File: src/rtl/id_stage.sv
// Decode stage for MIPS-style instructions: fields are extracted, extended and
// classified on entry, then held in a small FIFO of decoded entries.
// All outputs come from the head entry, so nothing flows combinationally from
// the in_* side to the out_* side.
module id_stage #(
  parameter int XLEN       = 32,
  parameter int DEPTH      = 2,
  parameter bit ZEXT_LOGIC = 1'b1
) (
  input  logic            clk,
  input  logic            rst,
  input  logic            in_valid,
  output logic            in_ready,
  input  logic [31:0]     in_inst,
  input  logic [XLEN-1:0] in_pc,
  input  logic            flush,
  output logic            out_valid,
  input  logic            out_ready,
  output logic [5:0]      out_opcode,
  output logic [5:0]      out_func,
  output logic [4:0]      out_ra,
  output logic [4:0]      out_rb,
  output logic [4:0]      out_rd,
  output logic [4:0]      out_shamt,
  output logic [XLEN-1:0] out_imm,
  output logic [XLEN-1:0] out_jtarget,
  output logic [XLEN-1:0] out_pc,
  output logic [1:0]      out_itype
);

  localparam int PW = (DEPTH > 1) ? $clog2(DEPTH) : 1;
  localparam int CW = $clog2(DEPTH + 1);

  typedef struct packed {
    logic [5:0]      opcode;
    logic [5:0]      func;
    logic [4:0]      ra;
    logic [4:0]      rb;
    logic [4:0]      rd;
    logic [4:0]      shamt;
    logic [XLEN-1:0] imm;
    logic [XLEN-1:0] jtarget;
    logic [XLEN-1:0] pc;
    logic [1:0]      itype;
  } entry_t;

  entry_t          mem_q [DEPTH];
  entry_t          mem_d [DEPTH];
  logic [PW-1:0]   wr_ptr_q, wr_ptr_d;
  logic [PW-1:0]   rd_ptr_q, rd_ptr_d;
  logic [CW-1:0]   count_q, count_d;
  entry_t          dec;
  entry_t          head;
  logic            push, pop;
  logic [XLEN-1:0] pc_plus4;
  logic            zext;

  // Handshake status depends only on the registered occupancy.
  assign in_ready  = (count_q < CW'(DEPTH));
  assign out_valid = (count_q != '0);
  assign push      = in_valid && in_ready;
  assign pop       = out_valid && out_ready;

  // Decode the incoming word into the form stored in the buffer.
  always_comb begin
    pc_plus4    = in_pc + XLEN'(4);
    zext        = ZEXT_LOGIC && (in_inst[31:26] == 6'h0C || in_inst[31:26] == 6'h0D ||
                                 in_inst[31:26] == 6'h0E);
    dec         = '0;
    dec.opcode  = in_inst[31:26];
    dec.func    = in_inst[5:0];
    dec.ra      = in_inst[25:21];
    dec.rb      = in_inst[20:16];
    dec.rd      = in_inst[15:11];
    dec.shamt   = in_inst[10:6];
    dec.imm     = zext ? {{(XLEN-16){1'b0}}, in_inst[15:0]}
                       : {{(XLEN-16){in_inst[15]}}, in_inst[15:0]};
    dec.jtarget = {pc_plus4[XLEN-1:28], in_inst[25:0], 2'b00};
    dec.pc      = in_pc;
    if (in_inst[31:26] == 6'h00)
      dec.itype = 2'd0;
    else if (in_inst[31:26] == 6'h02 || in_inst[31:26] == 6'h03)
      dec.itype = 2'd2;
    else
      dec.itype = 2'd1;
  end

  // Next-state for storage, pointers and occupancy; flush overrides everything.
  always_comb begin
    mem_d    = mem_q;
    wr_ptr_d = wr_ptr_q;
    rd_ptr_d = rd_ptr_q;
    count_d  = count_q;
    if (flush) begin
      wr_ptr_d = '0;
      rd_ptr_d = '0;
      count_d  = '0;
    end else begin
      if (push) begin
        mem_d[wr_ptr_q] = dec;
        wr_ptr_d        = wr_ptr_q + PW'(1);
      end
      if (pop)
        rd_ptr_d = rd_ptr_q + PW'(1);
      case ({push, pop})
        2'b10:   count_d = count_q + CW'(1);
        2'b01:   count_d = count_q - CW'(1);
        default: count_d = count_q;
      endcase
    end
  end

  // State registers; reset empties the buffer and zeroes every entry.
  always_ff @(posedge clk or posedge rst) begin
    if (rst) begin
      for (int i = 0; i < DEPTH; i++) mem_q[i] <= '0;
      wr_ptr_q <= '0;
      rd_ptr_q <= '0;
      count_q  <= '0;
    end else begin
      mem_q    <= mem_d;
      wr_ptr_q <= wr_ptr_d;
      rd_ptr_q <= rd_ptr_d;
      count_q  <= count_d;
    end
  end

  assign head        = mem_q[rd_ptr_q];
  assign out_opcode  = head.opcode;
  assign out_func    = head.func;
  assign out_ra      = head.ra;
  assign out_rb      = head.rb;
  assign out_rd      = head.rd;
  assign out_shamt   = head.shamt;
  assign out_imm     = head.imm;
  assign out_jtarget = head.jtarget;
  assign out_pc      = head.pc;
  assign out_itype   = head.itype;

endmodule

File: config.mk
export PLATFORM = sky130hd
export DESIGN_NAME = id_stage
export DESIGN_NICKNAME = d
export VERILOG_FILES = /design/src/rtl/id_stage.sv
export SDC_FILE = /design/constraint.sdc
export NUM_CORES = 1
export LEC_CHECK = 0
export CAP_MARGIN = 30
export CORE_MARGIN = 2
export CORE_UTILIZATION = 48
export DETAILED_ROUTE_END_ITERATION = 10
export PLACE_DENSITY = 0.85
export SLEW_MARGIN = 10
export SYNTH_ARGS = -nofsm -noshare
export SYNTH_HDL_FRONTEND = slang
export SYNTH_SLANG_ARGS = --single-unit
File: constraint.sdc
create_clock -name clk -period 5.4 [get_ports clk]
set_input_delay 1.08 -clock clk [delete_from_list [all_inputs] [get_ports clk]]
set_output_delay 1.08 -clock clk [all_outputs]
set_load 0.1 [all_outputs]
======== Yosys cells after proc, flatten, opt, wreduce, memory -nomap -nowiden ========
Cells that the tools add are included.
storage, ports and cells
  register bits ........................... 264
  bits of input ports ..................... 69
cells by class
  add/sub/neg operators ................... 5
  order comparisons ....................... 4
  equal/unequal tests ..................... 7
  mux-type cells .......................... 15
  bitwise gates (word level) .............. 3
  reductions and logical operators ........ 12
operator list
  kind                                                                  number
  130-bit two-way mux                                                   4
  260-bit bitwise mux                                                   1
  130-bit demux with 1-bit select                                       1
  32-bit by 3-bit adder with 32-bit output, second input constant       1
  32-bit two-way mux                                                    1
  6-bit by 4-bit == test with 1-bit output, second input constant       3
  6-bit by 2-bit == test with 1-bit output, second input constant       2
  6-bit zero test                                                       1
  2-bit two-way mux                                                     3
  2-bit nonzero test                                                    3
  2-bit >= comparator, second input constant                            2
  1-bit two-way mux                                                     4
  1-bit NOT with 2-bit output                                           2
  2-bit one-hot mux with 2 select lines                                 1
  1-bit logical AND                                                     3
  1-bit logical OR                                                      3
  3-bit nonzero test                                                    1
  1-bit adder, second input constant                                    2
  2-bit by 1-bit adder with 2-bit output, second input constant         1
  2-bit by 1-bit == test with 1-bit output, second input constant       1
  2-bit == test, second input constant                                  1
  2-bit by 1-bit < comparator with 1-bit output, second input constant  1
  2-bit < comparator, second input constant                             1
  2-bit AND reduction                                                   1
  2 further kinds                                                       2

======== Longest topological paths before layout ========
Gate-level depths: netlist of the first run.
  word-level depth ........................ 6
  gate-level depth with buffers ........... 7
  depth with buffers taken out ............ 4

======== Worst setup path before layout of the first run ========
Ideal clock, no wire load.
  path kind ............................... reg-to-output
  from .................................... register rd_ptr_q
  to ...................................... output port out_imm[17]
  data arrival time ....................... 2.016 ns
  required time ........................... 4.320 ns
  path slack .............................. 2.304 ns
  cell stages (with the launch flop) ...... 5
  buffers on the path ..................... 3
  path through ............................ dfrtp_1 -> clkbuf_1 -> clkbuf_1 -> mux2_2 -> buf_4
between the ends
  word-level cells in the longest chain between the ends .. 4
ends and longest elaborated chain
  element                                                 line  source
  from (decl)                                             50    logic [PW-1:0] rd_ptr_q, rd_ptr_d;
  from (signal assigned)                                  123   rd_ptr_q <= rd_ptr_d;
  1-bit NOT with 2-bit output (implied by the code)       128   assign head = mem_q[rd_ptr_q];
  130-bit two-way mux (implied by the code) (3 in a row)  128
  to (decl)                                               25    output logic [XLEN-1:0] out_imm,
Every way passes these cells. The select of a mux whose other input is x is not followed.

======== Final worst setup path of the first run ========
  from .................................... register rd_ptr_q
  to ...................................... output port out_pc[10]
between the ends
  word-level cells in the longest chain between the ends .. 4
ends and longest elaborated chain
  element                                                 line  source
  1-bit NOT with 2-bit output (implied by the code)       128
  130-bit two-way mux (implied by the code) (3 in a row)  128
  to (decl)                                               27    output logic [XLEN-1:0] out_pc,
Every way passes these cells. The select of a mux whose other input is x is not followed.

==> run_summary.xml, run 1 <==
<?xml version="1.0" encoding="UTF-8"?>
<metrics>
  <group name="worst_setup_path">
    <metric name="critical_path.endpoint_type" unit="">output port</metric>
    <metric name="worst_path_cell_with_the_longest_stage_delay" unit="">sky130_fd_sc_hd__dfrtp_4</metric>
    <metric name="timing.critical_path.max_delay_family" unit="">buffers and inverters</metric>
    <metric name="critical_path_peak_fanout" unit="">57</metric>
    <metric name="critical_path_cell_sequence" unit="">buf_4, mux2_2, clkdlybuf4s50_1</metric>
    <metric name="cp.buffers_inverters" unit="">2</metric>
    <metric name="critPathKind" unit="">register to output port</metric>
    <metric name="worstSetupStartpointType" unit="">register</metric>
    <metric name="critical-path-max-stage-delay" unit="ns">0.99</metric>
    <metric name="cp.arrival" unit="ns">3.15</metric>
    <metric name="critPathRequiredTime" unit="ns">4.32</metric>
  </group>
  <group name="yosys">
    <metric name="yosysWarningCount" unit="">0</metric>
    <metric name="synth.avg_cell_area" unit="sq um">8.92</metric>
    <metric name="netlist-cell-type-count" unit="">32</metric>
    <metric name="synth.top_cells.by_area" unit="">sky130_fd_sc_hd__dfrtp_1 53%, sky130_fd_sc_hd__nand2_1 21%, sky130_fd_sc_hd__mux2_2 12%, sky130_fd_sc_hd__buf_4 6.4%, sky130_fd_sc_hd__clkbuf_1 2.1%</metric>
    <metric name="syn_area" unit="sq um">6950</metric>
    <metric name="syn_inst" unit="">779</metric>
    <metric name="yosys.area.top_type_share" unit="">0.526</metric>
    <metric name="synth_top_cell_by_area" unit="">sky130_fd_sc_hd__dfrtp_1</metric>
    <metric name="yosysSeqAreaShare" unit="">0.526</metric>
    <metric name="synth_seq_cells" unit="">146</metric>
  </group>
  <group name="floorplanning">
    <metric name="placement_rows" unit="">43</metric>
    <metric name="dieWidth" unit="um">124</metric>
    <metric name="initial_utilization" unit="">0.497</metric>
    <metric name="core_area" unit="sq um">14000</metric>
    <metric name="die_area" unit="sq um">15500</metric>
    <metric name="top_level_ports" unit="">201</metric>
    <metric name="chipHeight" unit="um">124</metric>
  </group>
  <group name="routing">
    <metric name="antenna_left" unit="">0</metric>
    <metric name="drt-initial-drc-count" unit="">373</metric>
    <metric name="post_drt_wl_per_cell" unit="um">15.5</metric>
    <metric name="drt-total-wl" unit="um">17000</metric>
    <metric name="num_vias" unit="">5561</metric>
    <metric name="via_per_inst" unit="">5.06</metric>
    <metric name="drcViolationCount" unit="">0</metric>
    <metric name="number_of_iterations_in_the_first_detailed_routing_pass" unit="">5</metric>
  </group>
  <group name="power_and_ir_drop">
    <metric name="switching_share" unit="">0.498</metric>
    <metric name="ir_drop" unit="mV">0.281</metric>
    <metric name="switchingPower" unit="mW">2.76</metric>
    <metric name="power-per-cell-area" unit="nW/um^2">601</metric>
    <metric name="clkPwrFrac" unit="">0.213</metric>
    <metric name="p_comb_frac" unit="">0.511</metric>
    <metric name="seqPwrFrac" unit="">0.276</metric>
    <metric name="leakage" unit="nW">4.42</metric>
    <metric name="cellInternalPower" unit="mW">2.79</metric>
  </group>
  <group name="sta">
    <metric name="layout_min_cycle_time" unit="ns">4.23</metric>
    <metric name="finalCritPeriodShare" unit="">0.783</metric>
    <metric name="final-max-slew-violation-count" unit="">0</metric>
    <metric name="rsz0062_at_grt" unit="">no</metric>
    <metric name="worstMarginPinSlew" unit="ns">1.04</metric>
    <metric name="final.setup.tns" unit="ns">0</metric>
    <metric name="final-hold-violation-count" unit="">0</metric>
    <metric name="report.final.setup_viol" unit="">0</metric>
    <metric name="final_worst_clock_skew" unit="ns">0.00685</metric>
    <metric name="relSlewSlack" unit="">0.305</metric>
    <metric name="highest_clock_rate" unit="MHz">237</metric>
  </group>
  <group name="final_layout">
    <metric name="n_antenna_cell" unit="">0</metric>
    <metric name="share_of_the_core_filled_with_cells_in_the_final_layout" unit="">0.660</metric>
    <metric name="final_cell_area" unit="sq um">9230</metric>
    <metric name="fillerInstances" unit="">1123</metric>
    <metric name="nNetsFinal" unit="">975</metric>
    <metric name="final-instance-count-excl-fill" unit="">1098</metric>
    <metric name="drive_gt1_frac" unit="">0.126</metric>
    <metric name="areaGrowthSynthToFinish" unit="%">32.9</metric>
  </group>
  <group name="grt">
    <metric name="grt_pass1_wl" unit="um">28200</metric>
    <metric name="gr-usage-all-layers" unit="">0.226</metric>
    <metric name="first_global_vias" unit="">5606</metric>
    <metric name="overflow" unit="">0</metric>
    <metric name="grt_max_degree" unit="">73</metric>
    <metric name="grt_antenna_before_repair" unit="">0</metric>
  </group>
  <group name="cts">
    <metric name="post_cts_buffers" unit="">0</metric>
    <metric name="number_of_instances_resized_during_post_cts_repair" unit="">0</metric>
    <metric name="tritoncts_clock_tree" unit="">yes</metric>
    <metric name="maximum_level_of_the_cts_h_tree" unit="">4</metric>
    <metric name="worstSkewPairLatency" unit="ns">0.41</metric>
    <metric name="cts_hold_buf" unit="">0</metric>
    <metric name="path_clk_slew" unit="ns">0.06</metric>
    <metric name="clockRootBuffer" unit="">sky130_fd_sc_hd__clkbuf_16</metric>
    <metric name="number_of_cts_inserted_buffers" unit="">17</metric>
    <metric name="clock_sinks" unit="">146</metric>
    <metric name="max-clock-path-buffers" unit="">2</metric>
  </group>
  <group name="place">
    <metric name="port_buffers" unit="">198</metric>
    <metric name="finalWeightedCongestion" unit="">0.830</metric>
    <metric name="dp.cells" unit="">1067</metric>
    <metric name="detailedPlacementHpwl" unit="um">11200</metric>
    <metric name="dpl-instance-area" unit="sq um">8640</metric>
  </group>
  <group name="min_path">
    <metric name="timing.hold.worst.class" unit="">register to register</metric>
  </group>
  <group name="status">
    <metric name="status" unit="">completed</metric>
  </group>
  <group name="run">
    <metric name="cap_viol_max_count" unit="">0</metric>
  </group>
</metrics>
## area by class of cell
cell class | instances | area [sq um] | share of cell area
multi-input cells | 531 | 2700 | 0.292
repair buffers | 207 | 2050 | 0.222
flip-flops and latches | 146 | 3660 | 0.396
well taps | 180 | 225 | 0.0244
clock inverters | 5 | 100 | 0.0108
inverters | 3 | 16.3 | 0.00176
clock buffers | 26 | 489 | 0.0530
## kinds of logic after synthesis
kind of cell,after synthesis,share of synthesized area
compound gates,27,0.0220
xor+xnor,2,0.00252
buf+inv,103,0.0878
flops,146,0.526
mux,71,0.115
other cells,1,0.000540
simple gates,429,0.246
## cells in the final DEF (no fill, tap or decap), types with 2 or more instances in the layout
master and n:
sky130_fd_sc_hd__or2_2 2, sky130_fd_sc_hd__o31ai_1 2, sky130_fd_sc_hd__and2_1 2, sky130_fd_sc_hd__conb_1 2
sky130_fd_sc_hd__clkbuf_16 17, sky130_fd_sc_hd__inv_1 2, sky130_fd_sc_hd__clkinv_2 2, sky130_fd_sc_hd__mux2_2 71
sky130_fd_sc_hd__nand3_1 3, sky130_fd_sc_hd__or3_2 2, sky130_fd_sc_hd__a21oi_1 4, sky130_fd_sc_hd__nor2b_1 2
sky130_fd_sc_hd__buf_4 9, sky130_fd_sc_hd__nand4_1 6, sky130_fd_sc_hd__clkbuf_8 3, sky130_fd_sc_hd__and4_1 2
sky130_fd_sc_hd__o21ai_0 12, sky130_fd_sc_hd__nor2_1 10, sky130_fd_sc_hd__bufinv_16 3, sky130_fd_sc_hd__clkdlybuf4s50_1 198
sky130_fd_sc_hd__or4_1 2, sky130_fd_sc_hd__clkbuf_1 6, sky130_fd_sc_hd__nand2_1 389, sky130_fd_sc_hd__a31oi_1 8
sky130_fd_sc_hd__dfrtp_1 145
## worst min-delay path, delay by kind of cell, from the launching register on
kind             cells  cell delay (ns)
DFF                  1             0.34
and+or+nand+nor      2             0.10
## synth_stat cells
master / instances
sky130_fd_sc_hd__or4b_4: 1
sky130_fd_sc_hd__buf_2: 2
sky130_fd_sc_hd__o21ai_0: 12
sky130_fd_sc_hd__and4_1: 2
sky130_fd_sc_hd__nand2_1: 389
sky130_fd_sc_hd__inv_1: 3
sky130_fd_sc_hd__and3_1: 1
sky130_fd_sc_hd__o21bai_1: 1
sky130_fd_sc_hd__or3b_2: 1
sky130_fd_sc_hd__nand3_1: 3
sky130_fd_sc_hd__nand3b_1: 1
sky130_fd_sc_hd__mux2_2: 71
sky130_fd_sc_hd__nor3b_1: 2
sky130_fd_sc_hd__or4_1: 2
sky130_fd_sc_hd__nor2_1: 10
sky130_fd_sc_hd__dfrtp_1: 146
sky130_fd_sc_hd__nand4_1: 6
sky130_fd_sc_hd__o31ai_1: 2
sky130_fd_sc_hd__a31oi_1: 8
sky130_fd_sc_hd__or3_2: 2
sky130_fd_sc_hd__and3b_1: 1
sky130_fd_sc_hd__a21oi_1: 4
sky130_fd_sc_hd__nor2b_1: 2
sky130_fd_sc_hd__or2_2: 2
sky130_fd_sc_hd__and2_1: 2
sky130_fd_sc_hd__clkbuf_1: 39
sky130_fd_sc_hd__nand2b_1: 1
sky130_fd_sc_hd__buf_4: 59
sky130_fd_sc_hd__xor2_1: 1
sky130_fd_sc_hd__or4_4: 1
sky130_fd_sc_hd__xnor2_1: 1
sky130_fd_sc_hd__conb_1: 1
## flip-flops by register name, indices dropped and copies added (netlist names)
name,cells
mem_q,142
count_q,2
rd_ptr_q,1
wr_ptr_q,1
## final timing paths
| path | end | depth (start not counted) | slack [ns] | startpoint |
|---|---|---|---|---|
| setup reg to reg | mem_q[63]$_DFFE_PP0P_ | 5 | 2.96 | count_q[1]$_DFFE_PP0P_ |
| setup / recovery | out_pc[10] | 3 | 1.17 | rd_ptr_q$_DFFE_PP0P_ |
| hold reg to reg | mem_q[109]$_DFFE_PP0P_ | 2 | 0.47 | mem_q[109]$_DFFE_PP0P_ |
| max in group asynchronous | mem_q[193]$_DFFE_PP0P_ | 3 | 3.27 | rst |
| min in group asynchronous | mem_q[231]$_DFFE_PP0P_ | 2 | 1.17 | rst |
| hold / removal | mem_q[109]$_DFFE_PP0P_ | 2 | 0.47 | mem_q[109]$_DFFE_PP0P_ |
## per-layer routing
metal	share of wire	GRT usage	vias up
li1	-	-	2659
met1	0.43	0.287	2645
met2	0.48	0.371	227
met3	0.061	0.0623	30
met4	0.022	0.0866	0
met5	0	0	-
## through the flow
step / power (mW) / hold WS, ns / setup slack, ns
floorplan: 3.94 / 0.440 / 0.397
global placement: 4.35 / 0.451 / 1.66
detailed placement: 4.39 / 0.457 / 1.64
CTS: 5.59 / 0.470 / 1.16
global route: 5.77 / 0.492 / 1.07
finish: 5.55 / 0.468 / 1.17
## power groups by stage
stage                     logic [mW]  clock network [mW]  registers (mW)
final                           2.84                1.18            1.53
after global routing            2.95                1.26            1.57
after CTS                       2.85                1.20            1.53
after detailed placement        2.85                   0            1.54
after global placement          2.81                   0            1.54
after floorplan                 2.46                   0            1.48
No activity file was read; power rests on OpenSTA's default activity.
==> run 2, diff against run 1 <==
--- a/config.mk
+++ b/config.mk
@@ -7,9 +7,9 @@
 export LEC_CHECK = 0
 export CAP_MARGIN = 30
 export CORE_MARGIN = 2
-export CORE_UTILIZATION = 48
+export CORE_UTILIZATION = 43
 export DETAILED_ROUTE_END_ITERATION = 10
-export PLACE_DENSITY = 0.85
+export PLACE_DENSITY = 0.8
 export SLEW_MARGIN = 10
 export SYNTH_ARGS = -nofsm -noshare
 export SYNTH_HDL_FRONTEND = slang
==> constraint.sdc (replaced) <==
create_clock -name clk -period 3.75 [get_ports clk]
set_input_delay 0.75 -clock clk [delete_from_list [all_inputs] [get_ports clk]]
set_output_delay 0.75 -clock clk [all_outputs]
set_load 0.1 [all_outputs]
==> run 2 against run 1 <==
  * Critical path depth unchanged
  * Core utilization fell by 9.1 points
  * Wire length down 3.7%
  * Count of clock-buffer cells in the layout shrank 7
  * First-iteration DRC count is 28% lower
  * Cell count rose by 3.7%
==> run_summary.xml, run 2 (synthesis gave the netlist of run 1 again) <==
<?xml version="1.0" encoding="UTF-8"?>
<metrics>
  <group name="status">
    <metric name="status" unit="">completed</metric>
  </group>
  <group name="final_layout">
    <metric name="fillerInstances" unit="">1414</metric>
    <metric name="drive_gt1_frac" unit="">0.275</metric>
    <metric name="mostFrequentLayoutCell" unit="">sky130_fd_sc_hd__nand2_1</metric>
    <metric name="top_regs" unit="">mem_q (142), count_q (2)</metric>
    <metric name="n_antenna_cell" unit="">0</metric>
    <metric name="mostFrequentLayoutCells" unit="">389 x sky130_fd_sc_hd__nand2_1, 145 x sky130_fd_sc_hd__dfrtp_1, 137 x sky130_fd_sc_hd__buf_4</metric>
    <metric name="max_flop_register" unit="">mem_q</metric>
    <metric name="areaGrowthSynthToFinish" unit="%">29.5</metric>
    <metric name="nNetsFinal" unit="">979</metric>
    <metric name="largest_register_ff_count" unit="">142</metric>
  </group>
  <group name="power_and_ir_drop">
    <metric name="power-per-cell-area" unit="nW/um^2">861</metric>
    <metric name="leakage" unit="nW">4.60</metric>
    <metric name="design_power_total" unit="mW">7.75</metric>
    <metric name="ir_drop" unit="mV">0.445</metric>
  </group>
  <group name="worst_setup_path">
    <metric name="reg2reg_setup_slack" unit="ns">1.70</metric>
    <metric name="cp.arrival" unit="ns">2.26</metric>
    <metric name="critical_path.endpoint_type" unit="">output port</metric>
    <metric name="critPathRequiredTime" unit="ns">3.00</metric>
    <metric name="critPathKind" unit="">register to output port</metric>
    <metric name="worstSetupStartpointType" unit="">register</metric>
    <metric name="critical_path_peak_fanout" unit="">42</metric>
  </group>
  <group name="place">
    <metric name="finalWeightedCongestion" unit="">0.745</metric>
    <metric name="detailedPlacementHpwl" unit="um">11100</metric>
    <metric name="port_buffers" unit="">198</metric>
  </group>
  <group name="sta">
    <metric name="worstMarginPinSlew" unit="ns">0.961</metric>
    <metric name="report.final.setup_viol" unit="">0</metric>
    <metric name="final_worst_clock_skew" unit="ns">0.00590</metric>
    <metric name="final-hold-violation-count" unit="">0</metric>
    <metric name="rsz0062_at_grt" unit="">no</metric>
    <metric name="layout_min_cycle_time" unit="ns">3.01</metric>
    <metric name="relSlewSlack" unit="">0.357</metric>
    <metric name="highest_clock_rate" unit="MHz">332</metric>
    <metric name="final-max-slew-violation-count" unit="">0</metric>
    <metric name="final.setup.tns" unit="ns">0</metric>
    <metric name="finalCritPeriodShare" unit="">0.804</metric>
  </group>
  <group name="min_path">
    <metric name="timing.hold.worst.class" unit="">register to register</metric>
  </group>
  <group name="cts">
    <metric name="post_cts_buffers" unit="">0</metric>
    <metric name="max-clock-path-buffers" unit="">2</metric>
    <metric name="maximum_level_of_the_cts_h_tree" unit="">4</metric>
    <metric name="number_of_instances_resized_during_post_cts_repair" unit="">0</metric>
    <metric name="path_clk_slew" unit="ns">0.06</metric>
    <metric name="tritoncts_clock_tree" unit="">yes</metric>
    <metric name="clock_sinks" unit="">146</metric>
    <metric name="number_of_cts_inserted_buffers" unit="">17</metric>
    <metric name="cts_hold_buf" unit="">0</metric>
    <metric name="clockRootBuffer" unit="">sky130_fd_sc_hd__clkbuf_16</metric>
    <metric name="worstSkewPairLatency" unit="ns">0.41</metric>
  </group>
  <group name="floorplanning">
    <metric name="core_area" unit="sq um">15800</metric>
    <metric name="initial_utilization" unit="">0.439</metric>
    <metric name="die_area" unit="sq um">17200</metric>
    <metric name="chipHeight" unit="um">131</metric>
    <metric name="dieWidth" unit="um">131</metric>
    <metric name="top_level_ports" unit="">201</metric>
    <metric name="placement_rows" unit="">46</metric>
  </group>
  <group name="grt">
    <metric name="grt_pass1_wl" unit="um">27700</metric>
    <metric name="grt_max_degree" unit="">71</metric>
    <metric name="grt_antenna_before_repair" unit="">0</metric>
    <metric name="gr-usage-all-layers" unit="">0.199</metric>
    <metric name="overflow" unit="">0</metric>
    <metric name="first_global_vias" unit="">5417</metric>
  </group>
  <group name="routing">
    <metric name="drt-total-wl" unit="um">16400</metric>
    <metric name="drt-initial-drc-count" unit="">268</metric>
    <metric name="drcViolationCount" unit="">0</metric>
    <metric name="via_per_inst" unit="">4.82</metric>
    <metric name="antenna_left" unit="">0</metric>
    <metric name="post_drt_wl_per_cell" unit="um">14.4</metric>
    <metric name="number_of_iterations_in_the_first_detailed_routing_pass" unit="">4</metric>
    <metric name="num_vias" unit="">5491</metric>
  </group>
  <group name="run">
    <metric name="cap_viol_max_count" unit="">0</metric>
  </group>
</metrics>
==> run 2: cell types whose count changed in the layout (fill, tap and decap cells not counted), sizes merged <==
| cell | change |
|---|---|
| buf | +132 |
| bufinv | -2 |
| clkbuf | -7 |
| clkdlybuf4s50 | -128 |
| clkinv | +7 |
| clkinvlp | +2 |
| inv | +1 |
==> run 2: layer usage <==
layer | global-route usage | wire [um] | vias to the layer above | part of all wire
li1 | - | - | 2677 | -
met1 | 0.250 | 7140 | 2625 | 0.44
met2 | 0.336 | 7960 | 176 | 0.49
met3 | 0.0583 | 1140 | 13 | 0.070
met4 | 0.0525 | 155 | 0 | 0.0095
met5 | 0 | 0 | - | 0
==> run 2: final cells by class <==
cell class              count  area, sq um  share of cell area
repair buffers            211         1810               0.201
clock inverters            13          111              0.0124
multi-input cells         531         2700               0.300
well taps                 216          270              0.0300
clock buffers              19          443              0.0492
flip-flops and latches    146         3660               0.406
inverters                   3         15.0             0.00167
==> run 2: critical path, cell delays in order, from the launching register on <==
cell and delay (ns):
sky130_fd_sc_hd__dfrtp_4 0.83, sky130_fd_sc_hd__buf_4 0.39, sky130_fd_sc_hd__mux2_2 0.39, sky130_fd_sc_hd__buf_4 0.24
==> run 2: worst paths after layout <==
kind / startpoint / endpoint / cells after the start
worst min-delay path: mem_q[76]$_DFFE_PP0P_ / mem_q[76]$_DFFE_PP0P_ / 2
worst max-delay path: rd_ptr_q$_DFFE_PP0P_ / out_pc[13] / 3
worst max register to register: count_q[1]$_DFFE_PP0P_ / mem_q[131]$_DFFE_PP0P_ / 6
worst min register to register: mem_q[76]$_DFFE_PP0P_ / mem_q[76]$_DFFE_PP0P_ / 2
min in group asynchronous: rst / mem_q[24]$_DFFE_PP0P_ / 2
max in group asynchronous: rst / mem_q[241]$_DFFE_PP0P_ / 3
==> run 2: per-stage QoR <==
stage / util / cell area [sq um] / worst slack (ns) / hold WS [ns] / std cells
after CTS: 0.569 / 9000 / 0.695 / 0.471 / 1139
after global routing: 0.569 / 9000 / 0.638 / 0.490 / 1139
final: 0.569 / 9000 / 0.736 / 0.466 / 1139
after floorplan: - / 6960 / 0.984 / 0.440 / 780
after detailed placement: 0.534 / 8450 / 0.863 / 0.457 / 1107
after global placement: 0.534 / 8450 / 0.897 / 0.451 / 1107
==> run 2: where the power goes <==
group          leakage [nW]  switching [mW]  internal, mW
clock                 0.277           0.655         0.929
sequential             1.82           0.207          1.97
combinational          2.51            3.15         0.840
==> run 3, diff against run 2 <==
==> constraint.sdc (replaced) <==
create_clock -name clk -period 2.6 [get_ports clk]
set_input_delay 0.52 -clock clk [delete_from_list [all_inputs] [get_ports clk]]
set_output_delay 0.52 -clock clk [all_outputs]
set_load 0.1 [all_outputs]
==> run 3 against run 2 <==
  * Cell count rose by 0.44%
  * Hold slack improved by 0.0029 ns
  * Register-to-register slack got worse by 0.81 ns
  * Die area did not move
  * Wire length rose by 11%
  * Critical path type unchanged
  * Sequential cell count did not move
  * Design area rose by 20%
  * First-iteration DRC count rose by 3.0%
  * Via count rose by 2.9%
  * Critical endpoint is now out_pc[5]
==> run_summary.xml, run 3 (synthesis gave the netlist of run 1 again) <==
<?xml version="1.0" encoding="UTF-8"?>
<metrics>
  <group name="status">
    <metric name="status" unit="">completed</metric>
  </group>
  <group name="final_layout">
    <metric name="fillerInstances" unit="">1106</metric>
    <metric name="max_flop_register" unit="">mem_q</metric>
    <metric name="areaGrowthSynthToFinish" unit="%">54.8</metric>
    <metric name="final-instance-count-excl-fill" unit="">1144</metric>
    <metric name="seq_area" unit="sq um">3660</metric>
    <metric name="mostFrequentLayoutCell" unit="">sky130_fd_sc_hd__nand2_1</metric>
    <metric name="n_antenna_cell" unit="">0</metric>
    <metric name="multi_input_comb_area" unit="sq um">2700</metric>
    <metric name="largest_register_ff_count" unit="">142</metric>
    <metric name="final_cell_area" unit="sq um">10800</metric>
    <metric name="nNetsFinal" unit="">985</metric>
    <metric name="top_regs" unit="">mem_q (142), count_q (2)</metric>
    <metric name="mostFrequentLayoutCells" unit="">389 x sky130_fd_sc_hd__nand2_1, 145 x sky130_fd_sc_hd__dfrtp_1, 137 x sky130_fd_sc_hd__buf_12</metric>
    <metric name="share_of_the_core_filled_with_cells_in_the_final_layout" unit="">0.680</metric>
    <metric name="drive_gt1_frac" unit="">0.280</metric>
  </group>
  <group name="floorplanning">
    <metric name="dieWidth" unit="um">131</metric>
    <metric name="core_area" unit="sq um">15800</metric>
    <metric name="initial_utilization" unit="">0.439</metric>
    <metric name="chipHeight" unit="um">131</metric>
    <metric name="top_level_ports" unit="">201</metric>
    <metric name="die_area" unit="sq um">17200</metric>
    <metric name="placement_rows" unit="">46</metric>
  </group>
  <group name="sta">
    <metric name="layout_min_cycle_time" unit="ns">2.47</metric>
    <metric name="final-max-slew-violation-count" unit="">0</metric>
    <metric name="final-hold-violation-count" unit="">0</metric>
    <metric name="relSlewSlack" unit="">0.526</metric>
    <metric name="finalCritPeriodShare" unit="">0.951</metric>
    <metric name="highest_clock_rate" unit="MHz">405</metric>
    <metric name="final_worst_clock_skew" unit="ns">0.00542</metric>
    <metric name="worstMarginPinSlew" unit="ns">0.709</metric>
    <metric name="report.final.setup_viol" unit="">0</metric>
    <metric name="rsz0062_at_grt" unit="">no</metric>
  </group>
  <group name="routing">
    <metric name="post_drt_wl_per_cell" unit="um">15.8</metric>
    <metric name="antenna_left" unit="">0</metric>
    <metric name="number_of_iterations_in_the_first_detailed_routing_pass" unit="">4</metric>
    <metric name="drcViolationCount" unit="">0</metric>
    <metric name="drt-initial-drc-count" unit="">276</metric>
    <metric name="via_per_inst" unit="">4.94</metric>
    <metric name="drt-total-wl" unit="um">18100</metric>
    <metric name="num_vias" unit="">5648</metric>
  </group>
  <group name="worst_setup_path">
    <metric name="regToRegStartpoint" unit="">count_q[1]$_DFFE_PP0P_</metric>
    <metric name="critPathKind" unit="">register to output port</metric>
    <metric name="cp.arrival" unit="ns">1.95</metric>
    <metric name="critical_path_peak_fanout" unit="">36</metric>
    <metric name="worstSetupStartpointType" unit="">register</metric>
    <metric name="critical_path.endpoint_type" unit="">output port</metric>
    <metric name="r2r_cells" unit="">6</metric>
    <metric name="critPathRequiredTime" unit="ns">2.08</metric>
    <metric name="reg2reg_setup_slack" unit="ns">0.89</metric>
    <metric name="regToRegEndpoint" unit="">mem_q[193]$_DFFE_PP0P_</metric>
  </group>
  <group name="cts">
    <metric name="worstSkewPairLatency" unit="ns">0.42</metric>
    <metric name="maximum_level_of_the_cts_h_tree" unit="">4</metric>
    <metric name="cts_hold_buf" unit="">0</metric>
    <metric name="clockRootBuffer" unit="">sky130_fd_sc_hd__clkbuf_16</metric>
    <metric name="number_of_cts_inserted_buffers" unit="">17</metric>
    <metric name="tritoncts_clock_tree" unit="">yes</metric>
    <metric name="max-clock-path-buffers" unit="">2</metric>
    <metric name="path_clk_slew" unit="ns">0.06</metric>
    <metric name="clock_sinks" unit="">146</metric>
  </group>
  <group name="min_path">
    <metric name="hp-start" unit="">mem_q[13]$_DFFE_PP0P_</metric>
    <metric name="worst_hold_path.num_cells" unit="">2</metric>
    <metric name="hold-path-endpoint" unit="">mem_q[13]$_DFFE_PP0P_</metric>
    <metric name="timing.hold.worst.class" unit="">register to register</metric>
  </group>
  <group name="grt">
    <metric name="grt_max_degree" unit="">72</metric>
    <metric name="grt_pass1_wl" unit="um">30800</metric>
    <metric name="overflow" unit="">0</metric>
    <metric name="gr-usage-all-layers" unit="">0.224</metric>
    <metric name="grt_antenna_before_repair" unit="">0</metric>
    <metric name="first_global_vias" unit="">5958</metric>
  </group>
  <group name="place">
    <metric name="detailedPlacementHpwl" unit="um">12700</metric>
    <metric name="finalWeightedCongestion" unit="">0.760</metric>
    <metric name="dpl-instance-area" unit="sq um">10200</metric>
    <metric name="dp.cells" unit="">1113</metric>
    <metric name="port_buffers" unit="">198</metric>
  </group>
  <group name="power_and_ir_drop">
    <metric name="leakage" unit="nW">5.18</metric>
    <metric name="power-per-cell-area" unit="nW/um^2">1210</metric>
    <metric name="ir_drop" unit="mV">0.614</metric>
  </group>
  <group name="run">
    <metric name="cap_viol_max_count" unit="">0</metric>
  </group>
</metrics>
[run 3: metal layers]
layer,global-route usage,routed length [um],vias up
met3,0.0818,1450,25
li1,-,-,2688
met1,0.264,7220,2721
met4,0.0707,299,0
met5,0,0,-
met2,0.382,9160,214
[run 3: worst max-delay path by stage]
stage | from | to | cells after the start
CTS | rd_ptr_q$_DFFE_PP0P_ | out_imm[26] | 2
finish | rd_ptr_q$_DFFE_PP0P_ | out_pc[5] | 3
global route | rd_ptr_q$_DFFE_PP0P_ | out_pc[8] | 3
detailed placement | in_pc[16] | mem_q[193]$_DFFE_PP0P_ | 5
global placement | in_pc[6] | mem_q[193]$_DFFE_PP0P_ | 5
floorplan | rd_ptr_q$_DFFE_PP0P_ | out_imm[17] | 4
[run 3: cell type report]
type,count,area share
Inverter,3,0.00140
Sequential cell,146,0.340
Clock inverter,9,0.0120
Clock buffer,22,0.0441
Multi-Input combinational cell,531,0.251
Timing Repair Buffer,217,0.327
Tap cell,216,0.0251
[run 3: timing repair]
item                                    in CTS  in global routing
setup buffers                                0                  0
endpoints found under the setup margin       0                 16
resized for setup                            0                  1
[run 3: critical path, cell delays in order (launching register included)]
cell	delay, ns
sky130_fd_sc_hd__dfrtp_4	0.46
sky130_fd_sc_hd__buf_4	0.46
sky130_fd_sc_hd__mux2_2	0.43
sky130_fd_sc_hd__buf_12	0.17
[run 3: stage by stage]
step / hold slack (ns) / setup slack [ns] / TNS, ns / power, mW
floorplan: 0.440 / 0.0642 / 0 / 8.19
global placement: 0.451 / -0.0517 / -0.196 / 10.5
detailed placement: 0.457 / -0.0727 / -0.406 / 10.6
CTS: 0.472 / 0.0150 / 0 / 13.1
global route: 0.489 / 0.0568 / 0 / 13.5
finish: 0.469 / 0.128 / 0 / 13.0
[run 3: power breakdown]
group	switching (mW)	total, mW	internal (mW)
clock network	0.903	2.48	1.58
logic	4.91	7.38	2.48
registers	0.291	3.13	2.84
total	6.10	13.0	6.90
